## src/rtl/sfp_mul_pipe_if.sv

```systemverilog
// Valid/ready bus carrying the multiplier operands in and the requantised product out.
// The producer/consumer side uses master, the multiplier uses slave.
interface sfp_mul_pipe_if #(
    parameter int AW = 16,
    parameter int BW = 16,
    parameter int OW = 16
);
    logic          in_valid;
    logic          in_ready;
    logic [AW-1:0] in_a;
    logic [BW-1:0] in_b;
    logic          out_valid;
    logic          out_ready;
    logic [OW-1:0] out_data;
    logic          out_ovf;

    modport master (
        output in_valid, in_a, in_b, out_ready,
        input  in_ready, out_valid, out_data, out_ovf
    );

    modport slave (
        input  in_valid, in_a, in_b, out_ready,
        output in_ready, out_valid, out_data, out_ovf
    );
endinterface

```

## src/rtl/sfp_mul_pipe.sv

```systemverilog
// Pipelined signed fixed-point multiplier with requantisation (round/saturate/overflow flag).
// A single global stall freezes every stage; bubbles travel with the data.
module sfp_mul_pipe #(
    parameter int IW1    = 8,
    parameter int QW1    = 8,
    parameter int IW2    = 8,
    parameter int QW2    = 8,
    parameter int OIW    = 8,
    parameter int OQW    = 8,
    parameter int STAGES = 2,
    parameter int ROUND  = 1,
    parameter int SAT    = 1
) (
    input  logic            clk,
    input  logic            rst,
    sfp_mul_pipe_if.slave   bus
);
    localparam int AW = IW1 + QW1;
    localparam int BW = IW2 + QW2;
    localparam int PW = AW + BW;
    localparam int OW = OIW + OQW;
    localparam int S  = QW1 + QW2 - OQW;
    localparam int SH = (S > 0) ? S : 0;
    localparam int RND_S = (S > 0) ? S - 1 : 0;
    // Working width keeps a guard bit above the product so the rounding add never wraps.
    localparam int XW = (PW + 2 > OW + 1) ? PW + 2 : OW + 1;

    localparam logic signed [XW-1:0] HALF = (ROUND != 0 && S > 0) ? (XW'(1) << RND_S) : '0;
    localparam logic signed [XW-1:0] MAXV = (XW'(1) << (OW - 1)) - XW'(1);
    localparam logic signed [XW-1:0] MINV = ~MAXV;

    if (STAGES < 1 || STAGES > 4) begin : g_bad_stages
        $error("sfp_mul_pipe: STAGES must be in 1..4");
    end
    if (OQW > QW1 + QW2) begin : g_bad_oqw
        $error("sfp_mul_pipe: OQW wider than QW1+QW2 is not supported");
    end

    logic signed [AW-1:0] a_s;
    logic signed [BW-1:0] b_s;
    logic signed [PW-1:0] prod;
    logic                 en;
    logic                 out_valid_q;
    logic [OW-1:0]        out_data_q;
    logic                 out_ovf_q;

    assign a_s  = bus.in_a;
    assign b_s  = bus.in_b;
    assign prod = PW'(a_s) * PW'(b_s);

    assign en            = ~out_valid_q | bus.out_ready;
    assign bus.in_ready  = en;
    assign bus.out_valid = out_valid_q;
    assign bus.out_data  = out_data_q;
    assign bus.out_ovf   = out_ovf_q;

    // Returns {ovf, data} for a full-precision product.
    function automatic logic [OW:0] requant(input logic signed [PW-1:0] p);
        logic signed [XW-1:0] px;
        logic signed [XW-1:0] rx;
        logic [OW-1:0]        d;
        logic                 ovf;
        px = {{(XW-PW){p[PW-1]}}, p};
        rx = (px + HALF) >>> SH;
        if (rx > MAXV) begin
            ovf = 1'b1;
            d   = (SAT != 0) ? MAXV[OW-1:0] : rx[OW-1:0];
        end else if (rx < MINV) begin
            ovf = 1'b1;
            d   = (SAT != 0) ? MINV[OW-1:0] : rx[OW-1:0];
        end else begin
            ovf = 1'b0;
            d   = rx[OW-1:0];
        end
        return {ovf, d};
    endfunction

    if (STAGES <= 1) begin : g_single
        always_ff @(posedge clk or posedge rst) begin
            if (rst) begin
                out_valid_q <= 1'b0;
                out_data_q  <= '0;
                out_ovf_q   <= 1'b0;
            end else if (en) begin
                out_valid_q <= bus.in_valid;
                if (bus.in_valid) begin
                    {out_ovf_q, out_data_q} <= requant(prod);
                end
            end
        end
    end else begin : g_multi
        localparam int PD = STAGES - 1;

        // Product stage followed by retiming registers; requantise on the way into the last stage.
        logic signed [PW-1:0] p_q [PD];
        logic [PD-1:0]        pv_q;

        always_ff @(posedge clk or posedge rst) begin
            if (rst) begin
                pv_q        <= '0;
                for (int i = 0; i < PD; i++) begin
                    p_q[i] <= '0;
                end
                out_valid_q <= 1'b0;
                out_data_q  <= '0;
                out_ovf_q   <= 1'b0;
            end else if (en) begin
                pv_q[0] <= bus.in_valid;
                if (bus.in_valid) begin
                    p_q[0] <= prod;
                end
                for (int i = 1; i < PD; i++) begin
                    pv_q[i] <= pv_q[i-1];
                    if (pv_q[i-1]) begin
                        p_q[i] <= p_q[i-1];
                    end
                end
                out_valid_q <= pv_q[PD-1];
                if (pv_q[PD-1]) begin
                    {out_ovf_q, out_data_q} <= requant(p_q[PD-1]);
                end
            end
        end
    end
endmodule
```

## src/flat_wrapper.sv

```systemverilog
// flat-port wrapper written by rule: the top's interface ports become plain ports
module sfp_mul_pipe_flat 
#(
    parameter int IW1    = 8,
    parameter int QW1    = 8,
    parameter int IW2    = 8,
    parameter int QW2    = 8,
    parameter int OIW    = 8,
    parameter int OQW    = 8,
    parameter int STAGES = 2,
    parameter int ROUND  = 1,
    parameter int SAT    = 1
)
  (clk, rst, bus_in_valid, bus_in_a, bus_in_b, bus_out_ready, bus_in_ready, bus_out_valid, bus_out_data, bus_out_ovf);
  sfp_mul_pipe_if bus_i ();
  input  logic clk;
  input  logic rst;
  input wire logic [$bits(bus_i.in_valid)-1:0] bus_in_valid;
  input wire logic [$bits(bus_i.in_a)-1:0] bus_in_a;
  input wire logic [$bits(bus_i.in_b)-1:0] bus_in_b;
  input wire logic [$bits(bus_i.out_ready)-1:0] bus_out_ready;
  output wire logic [$bits(bus_i.in_ready)-1:0] bus_in_ready;
  output wire logic [$bits(bus_i.out_valid)-1:0] bus_out_valid;
  output wire logic [$bits(bus_i.out_data)-1:0] bus_out_data;
  output wire logic [$bits(bus_i.out_ovf)-1:0] bus_out_ovf;
  assign bus_i.in_valid = bus_in_valid;
  assign bus_i.in_a = bus_in_a;
  assign bus_i.in_b = bus_in_b;
  assign bus_i.out_ready = bus_out_ready;
  assign bus_in_ready = bus_i.in_ready;
  assign bus_out_valid = bus_i.out_valid;
  assign bus_out_data = bus_i.out_data;
  assign bus_out_ovf = bus_i.out_ovf;
  sfp_mul_pipe #(.IW1(IW1), .QW1(QW1), .IW2(IW2), .QW2(QW2), .OIW(OIW), .OQW(OQW), .STAGES(STAGES), .ROUND(ROUND), .SAT(SAT)) u_core (.clk(clk), .rst(rst), .bus(bus_i));
endmodule
```

## config.mk

```make
export PLATFORM = sky130hd
export DESIGN_NAME = sfp_mul_pipe_flat
export DESIGN_NICKNAME = d
export VERILOG_FILES = /design/src/rtl/sfp_mul_pipe_if.sv /design/src/rtl/sfp_mul_pipe.sv /design/src/flat_wrapper.sv
export SDC_FILE = /design/constraint.sdc
export NUM_CORES = 1
export LEC_CHECK = 0
export ABC_AREA = 1
export BUFFER_PORTS_ARGS = -buffer_cell sky130_fd_sc_hd__buf_2
export CORE_UTILIZATION = 50
export DETAILED_ROUTE_END_ITERATION = 8
export PLACE_DENSITY = 0.76
export SLEW_MARGIN = 20
export SYNTH_ARGS = -nofsm -noshare
export SYNTH_HDL_FRONTEND = slang
export SYNTH_SLANG_ARGS = --single-unit
```

## constraint.sdc

```tcl
create_clock -name clk -period 3.85 [get_ports clk]
set_clock_uncertainty 0.15 [all_clocks]
set_input_delay 1.155 -clock clk [delete_from_list [all_inputs] [get_ports clk]]
set_output_delay 1.155 -clock clk [all_outputs]
set_load 0.01 [all_outputs]
```

==> results of run 1 <==
## tightest hold or removal path: stages, from the launching register on
cell	delay, ns
dfrtp_1	0.33
inv_1	0.06
nand2_1	0.06
## metal layers
metal  vias up  global-route usage, %  share of wire, %
met2       393                   49.8                51
met1      5750                   35.5                40
li1       5396                      -                 -
met3       105                   2.39               4.9
met4         0                   9.13               3.9
met5         -                      0                 0
## layout by cell type, fill, tap and decap left out, types with 11 or more instances in the layout
cell type  netlist  routed
fa_1           261     234
nor2_4           1      18
buf_12           0      17
ha_4             0      27
buf_4            0     154
nor2_1          87      53
xnor2_1         23      16
nand2_1        464     405
nand3_2          1      12
xor2_1          12      11
dfrtp_1         44      44
nand3_1         59      46
inv_2            0      80
fa_2             0      27
nor2_2           7      24
nand2_4          1      31
nand2_2          5      30
a21oi_2          0      15
buf_2            1      26
ha_1            80      50
buf_6            2      55
o21ai_1          5      18
inv_1          510     419
## path summary, 6_finish.rpt
kind | startpoint | to | slack [ns] | cells past startpoint
worst max-delay path | bus_in_b[15] | u_core.g_multi.p_q[30] | -2.28 | 26
worst min-delay path | u_core.g_multi.pv_q | u_core.bus.out_valid | 0.32 | 2
max in group asynchronous | rst | u_core.g_multi.p_q[30] | 2.09 | 3
worst max register to register | u_core.g_multi.p_q[7] | u_core.bus.out_data[14] | 1.18 | 12
worst min register to register | u_core.g_multi.pv_q | u_core.bus.out_valid | 0.32 | 2
min in group asynchronous | rst | u_core.bus.out_data[4] | 0.77 | 2
## synthesized netlist by cell type, drive strengths merged, types with 5 or more instances
cell    instances  area (sq um)
fa            261          5230
or2             7          43.8
nor3            8          56.3
nand3b          5          37.5
nand4           5          37.5
clkbuf         59           221
xor2           12           105
dfrtp          44          1100
a31oi           8          50.1
inv           510          1910
o21ai          37           189
nor2           95           382
xnor2          23           201
ha             80          1000
nand2         470          1780
o21bai          5          37.5
nand3          60           305
a21oi          31           155
## timing repair
| action | in CTS | in global routing |
|---|---|---|
| endpoints found under the setup margin | 25 | 25 |
| resized for setup | 245 | 151 |
| setup buffers | 34 | 15 |
| pin swaps | 159 | 120 |
| gates cloned | 1 | 1 |
## sequential cells by signal, summed over array words and instances (netlist names)
| signal | cells |
|---|---|
| u_core.bus.out_data | 16 |
| u_core.g_multi.p_q | 25 |
| u_core.g_multi.pv_q | 1 |
| u_core.bus.out_valid | 1 |
| u_core.bus.out_ovf | 1 |
## kinds of logic (layout without fill, tap and decap cells)
group | count (synthesis) | count (layout) | synth area share, %
fa+ha+maj | 341 | 341 | 47.8
flops | 44 | 44 | 8.46
simple gates | 654 | 654 | 20.5
buf+inv | 574 | 782 | 16.7
compound gates | 95 | 95 | 4.15
xor+xnor | 35 | 35 | 2.36
## area by class of cell
class / count / area share, %
inverters: 511 / 11.2
clock inverters: 3 / 0.274
well taps: 330 / 2.38
repair buffers: 263 / 14.0
flip-flops and latches: 44 / 6.34
multi-input cells: 1125 / 65.1
clock buffers: 5 / 0.720
## through the flow
step / std cells / hold slack (ns) / utilization [%] / setup WS (ns)
after CTS: 2267 / 0.321 / 66.1 / -2.28
after floorplan: 1743 / 0.282 / - / -2.24
after global placement: 2225 / 0.294 / 61.0 / -2.71
after detailed placement: 2225 / 0.304 / 61.0 / -2.77
final: 2281 / 0.320 / 68.6 / -2.28
after global routing: 2281 / 0.349 / 68.6 / -2.44
==> metrics.yaml, run 1 <==
clock_network:
  hold_buffers: 0
  clock_sinks: 44
  cts-htree-levels: 2
  cts_buffer_depth: 2
  cts_tree: "done"
  cts.clk_slew.worst_paths_ns: 0.06
  cts_root_buf: "clkbuf_16"
  numCtsBuffers: 5
  insertion_delay_ns: 0.29
final_layout:
  num-fill-cells: 1876
  area_growth_pct: 33.4
  seq_area_sq_um: 1100
  fin_nets: 2327
  multiInputGateArea_sq_um: 11300
  fin_area_sq_um: 17400
  drive_above_1_share_pct: 31.6
  diodes: 0
sta:
  min_period_ns: 6.13
  fmax_mhz: 163
  hold_viol: 0
  fin_ws_ns: -2.28
  slew_headroom_pct: 37.2
  drv_slew: 0
  setup_violations: 25
  finalSetupTns_ns: -50.54
  rsz0062_at_grt: "true"
  tightest_slew_ns: 0.941
  period_share_pct: 159
grt:
  antenna_found_initial: 0
  grt_remaining_overflow: 0
  grtUsageTotal_pct: 27.9
  grt_start_max_net_pins: 29
  grt_pass1_wl_um: 58700
  grt_pass1_vias: 12400
yosys:
  synth-seq-area-share_pct: 8.46
  synth-edff-count: 0
  async_flop_share_pct: 100
  ys_warn_count: 0
  ys.flop_type: "dfrtp_1"
  netlist_instances: 1743
  synthesis.nets: 2120
  synth_cell_types: 41
  syn_avg_cell_area_sq_um: 7.47
  netlist_area_sq_um: 13000
  synth-seq-cells: 44
critical_path:
  cp-start-kind: "input port"
  path_buf_inv: 11
  end_kind: "flop"
  worst_path_largest_cell_delay_ns: 0.52
  crit_type: "in -> reg"
  crit_path_top_delay_cell: "fa_1"
  required_ns: 3.85
  cpMostUsedCell: "fa_1"
  critPathTopFamily: "adder cells"
  path_max_fanout: 4
  crit_arrival_ns: 6.13
floorplanning:
  io_pins: 55
  die_h_um: 163
  core_area_sq_um: 25300
  die_x_um: 163
  die_area_sq_um: 26700
  initial_core_util_pct: 51.4
  num_rows: 58
place:
  io_buffers: 54
  gp_congestion: 0.885
  placed_area_sq_um: 15400
  hpwlAfterDp_um: 28400
route:
  ant_nets: 0
  drc: 0
  drt_iter0_markers: 898
  drt_first_pass_iters: 5
  num_vias: 11600
  wire_per_inst_um: 15.9
  drt-total-wl_um: 36300
  viasPerCell: 5.10
min_path:
  min_path_type: "reg -> reg"
run_status:
  status: "complete, but fails checks"
  violations: "setup timing"
run:
  maxCapViolations: 0
Power of run 1 is left out: the tool's default activity adds up to more than one toggle a clock period on the data nets, which glitch-free logic cannot reach.
==> run 2: changes to the inputs <==
--- a/config.mk
+++ b/config.mk
@@ -9,6 +9,7 @@
 export BUFFER_PORTS_ARGS = -buffer_cell sky130_fd_sc_hd__buf_2
 export CORE_UTILIZATION = 50
 export DETAILED_ROUTE_END_ITERATION = 8
+export MAX_ROUTING_LAYER = met4
 export PLACE_DENSITY = 0.76
 export SLEW_MARGIN = 20
 export SYNTH_ARGS = -nofsm -noshare
==> run 2 against run 1 <==
Against the previous run:
- the flow still finishes with violations (setup timing)
- die area is the same
- highest routed layer unchanged
- count of clock-buffer cells in the layout grew 1
- final area fell by 1.7%
- hold slack got worse by 0.0052 ns
- utilization fell by 1.1 points
- global-route usage is 0.35 points higher
==> metrics.yaml, run 2 (synthesized netlist as in run 1, its figures left out) <==
run_status:
  status: "complete, but fails checks"
  violations: "setup timing"
floorplanning:
  die_h_um: 163  # unchanged
  io_pins: 55  # unchanged
  die_area_sq_um: 26700  # unchanged
  core_area_sq_um: 25300  # unchanged
  num_rows: 58  # unchanged
  die_x_um: 163  # unchanged
  initial_core_util_pct: 51.4  # unchanged
sta:
  tightest_slew_ns: 0.918  # -0.0225 ns
  period_share_pct: 159  # -0.39 points
  setup_violations: 25  # unchanged
  drv_slew: 0  # unchanged
  slew_headroom_pct: 38.7  # +1.5 points
  hold_ws_ns: 0.315  # -0.00520 ns
  fin_ws_ns: -2.27  # +0.0150 ns
  min_period_ns: 6.12  # -0.0150 ns
  rsz0062_at_grt: "true"
  hold_viol: 0  # unchanged
  fmax_mhz: 163  # +0.24%
final_layout:
  largest_register_ffs: 25  # unchanged
  drive_above_1_share_pct: 30.2  # -1.3 points
  max_flop_register: "u_core.g_multi.p_q"
  final_cell_mix: "inv_1, nand2_1, fa_1"
  fin_nets: 2320  # -0.30%
  fin_area_sq_um: 17100  # -1.7%
  area_growth_pct: 31.2
  final_common_cell: "inv_1"
  diodes: 0  # unchanged
critical_path:
  crit_arrival_ns: 6.11  # -0.02 ns
  regToRegSetupSlack_ns: 1.25  # +0.07 ns
  path_max_fanout: 10  # +6
  end_kind: "flop"
  crit_type: "in -> reg"
  cp-start-kind: "input port"
  required_ns: 3.84  # about the same
route:
  num_vias: 11500  # -1.7%
  drt_first_pass_iters: 5  # unchanged
  drt_iter0_markers: 739  # -18%
  drt-total-wl_um: 34900  # -3.7%
  wire_per_inst_um: 15.4  # -3.4%
  drc: 0  # unchanged
  ant_nets: 0  # unchanged
  viasPerCell: 5.04  # -1.4%
place:
  placed_area_sq_um: 15500  # +0.31%
  gp_congestion: 0.904  # +2.1%
  place_ws_ns: -2.81  # -0.0392 ns
  hpwlAfterDp_um: 28500  # +0.33%
  io_buffers: 54  # unchanged
grt:
  grt_remaining_overflow: 0  # unchanged
  grt_pass1_wl_um: 57600  # -1.9%
  grtUsageTotal_pct: 28.2  # +0.35 points
  antenna_found_initial: 0  # unchanged
  grt_start_max_net_pins: 27  # -6.9%
  grt_pass1_vias: 12000  # -3.4%
clock_network:
  insertion_delay_ns: 0.29  # about the same
  cts.clk_slew.worst_paths_ns: 0.06  # about the same
  cts_root_buf: "clkbuf_16"
  cts_buffer_depth: 2  # unchanged
  cts_tree: "done"
  cts-htree-levels: 2  # unchanged
  numCtsBuffers: 5  # unchanged
  clock_sinks: 44  # unchanged
min_path:
  min_path_type: "reg -> reg"
run:
  maxCapViolations: 0  # unchanged
-- run 2: cell types whose count changed in the layout (fill, tap and decap cells not counted), moves of 3 or more --
cell	change
buf_6	-18
nand2_4	-8
inv_4	-3
nand2_1	+6
buf_8	+3
buf_4	+15
inv_2	-6
buf_12	-4
inv_1	+9
-- run 2: worst max-delay path, stage by stage --
cell and delay [ns]:
buf_8 0.13, nand2_4 0.06, inv_1 0.05, fa_2 0.63, fa_2 0.55, buf_6 0.17, fa_1 0.50, inv_1 0.07
fa_1 0.54, inv_1 0.05, fa_1 0.47, inv_1 0.05, fa_1 0.54, inv_2 0.04, ha_4 0.31, inv_4 0.05
nor3_4 0.10, inv_2 0.07, nor2_4 0.15, nand3_2 0.10, nand2_1 0.08, nand2_1 0.06, nand3_2 0.08, o21ai_1 0.08
-- run 2: metrics by stage --
stage / utilization, % / setup TNS (ns) / instances
floorplan: - / -49.18 / 1743
global placement: 61.1 / -60.56 / 2233
detailed placement: 61.1 / -62.02 / 2233
CTS: 65.7 / -50.21 / 2262
global route: 67.4 / -53.84 / 2274
finish: 67.4 / -50.10 / 2274
-- run 2: area by class of cell --
cell class | instances | area (sq um)
Multi-Input combinational cell | 1125 | 11200
Fill cell | 1934 | 8250
Timing Repair Buffer | 256 | 2270
Inverter | 511 | 1940
Sequential cell | 44 | 1100
Tap cell | 330 | 413
Clock buffer | 6 | 139
Clock inverter | 2 | 38.8
-- run 2: per-layer routing --
layer / up-vias / track usage, % / routed length [um]
li1: 5378 / - / -
met1: 5698 / 35.4 / 14600
met2: 313 / 49.5 / 17900
met3: 62 / 2.49 / 1570
met4: 0 / 6.37 / 816
met5: - / - / 0
-- run 2: worst paths after layout --
kind	start	endpoint	cells after the start
max reg2reg	u_core.g_multi.p_q[7]	u_core.bus.out_data[7]	12
min in group asynchronous	rst	u_core.bus.out_data[0]	2
max in group asynchronous	rst	u_core.g_multi.p_q[22]	3
min	u_core.g_multi.pv_q	u_core.bus.out_valid	2
min reg2reg	u_core.g_multi.pv_q	u_core.bus.out_valid	2
max	bus_in_b[2]	u_core.g_multi.p_q[30]	24
-- run 2: what timing repair did --
item	CTS	global route
gates resized for setup	219	117
cloned	2	0
pin swaps	147	80
hold buffers	0	0
endpoints found under the setup margin	25	25
buffers inserted	19	13
Power of run 2 is left out for the same reason.
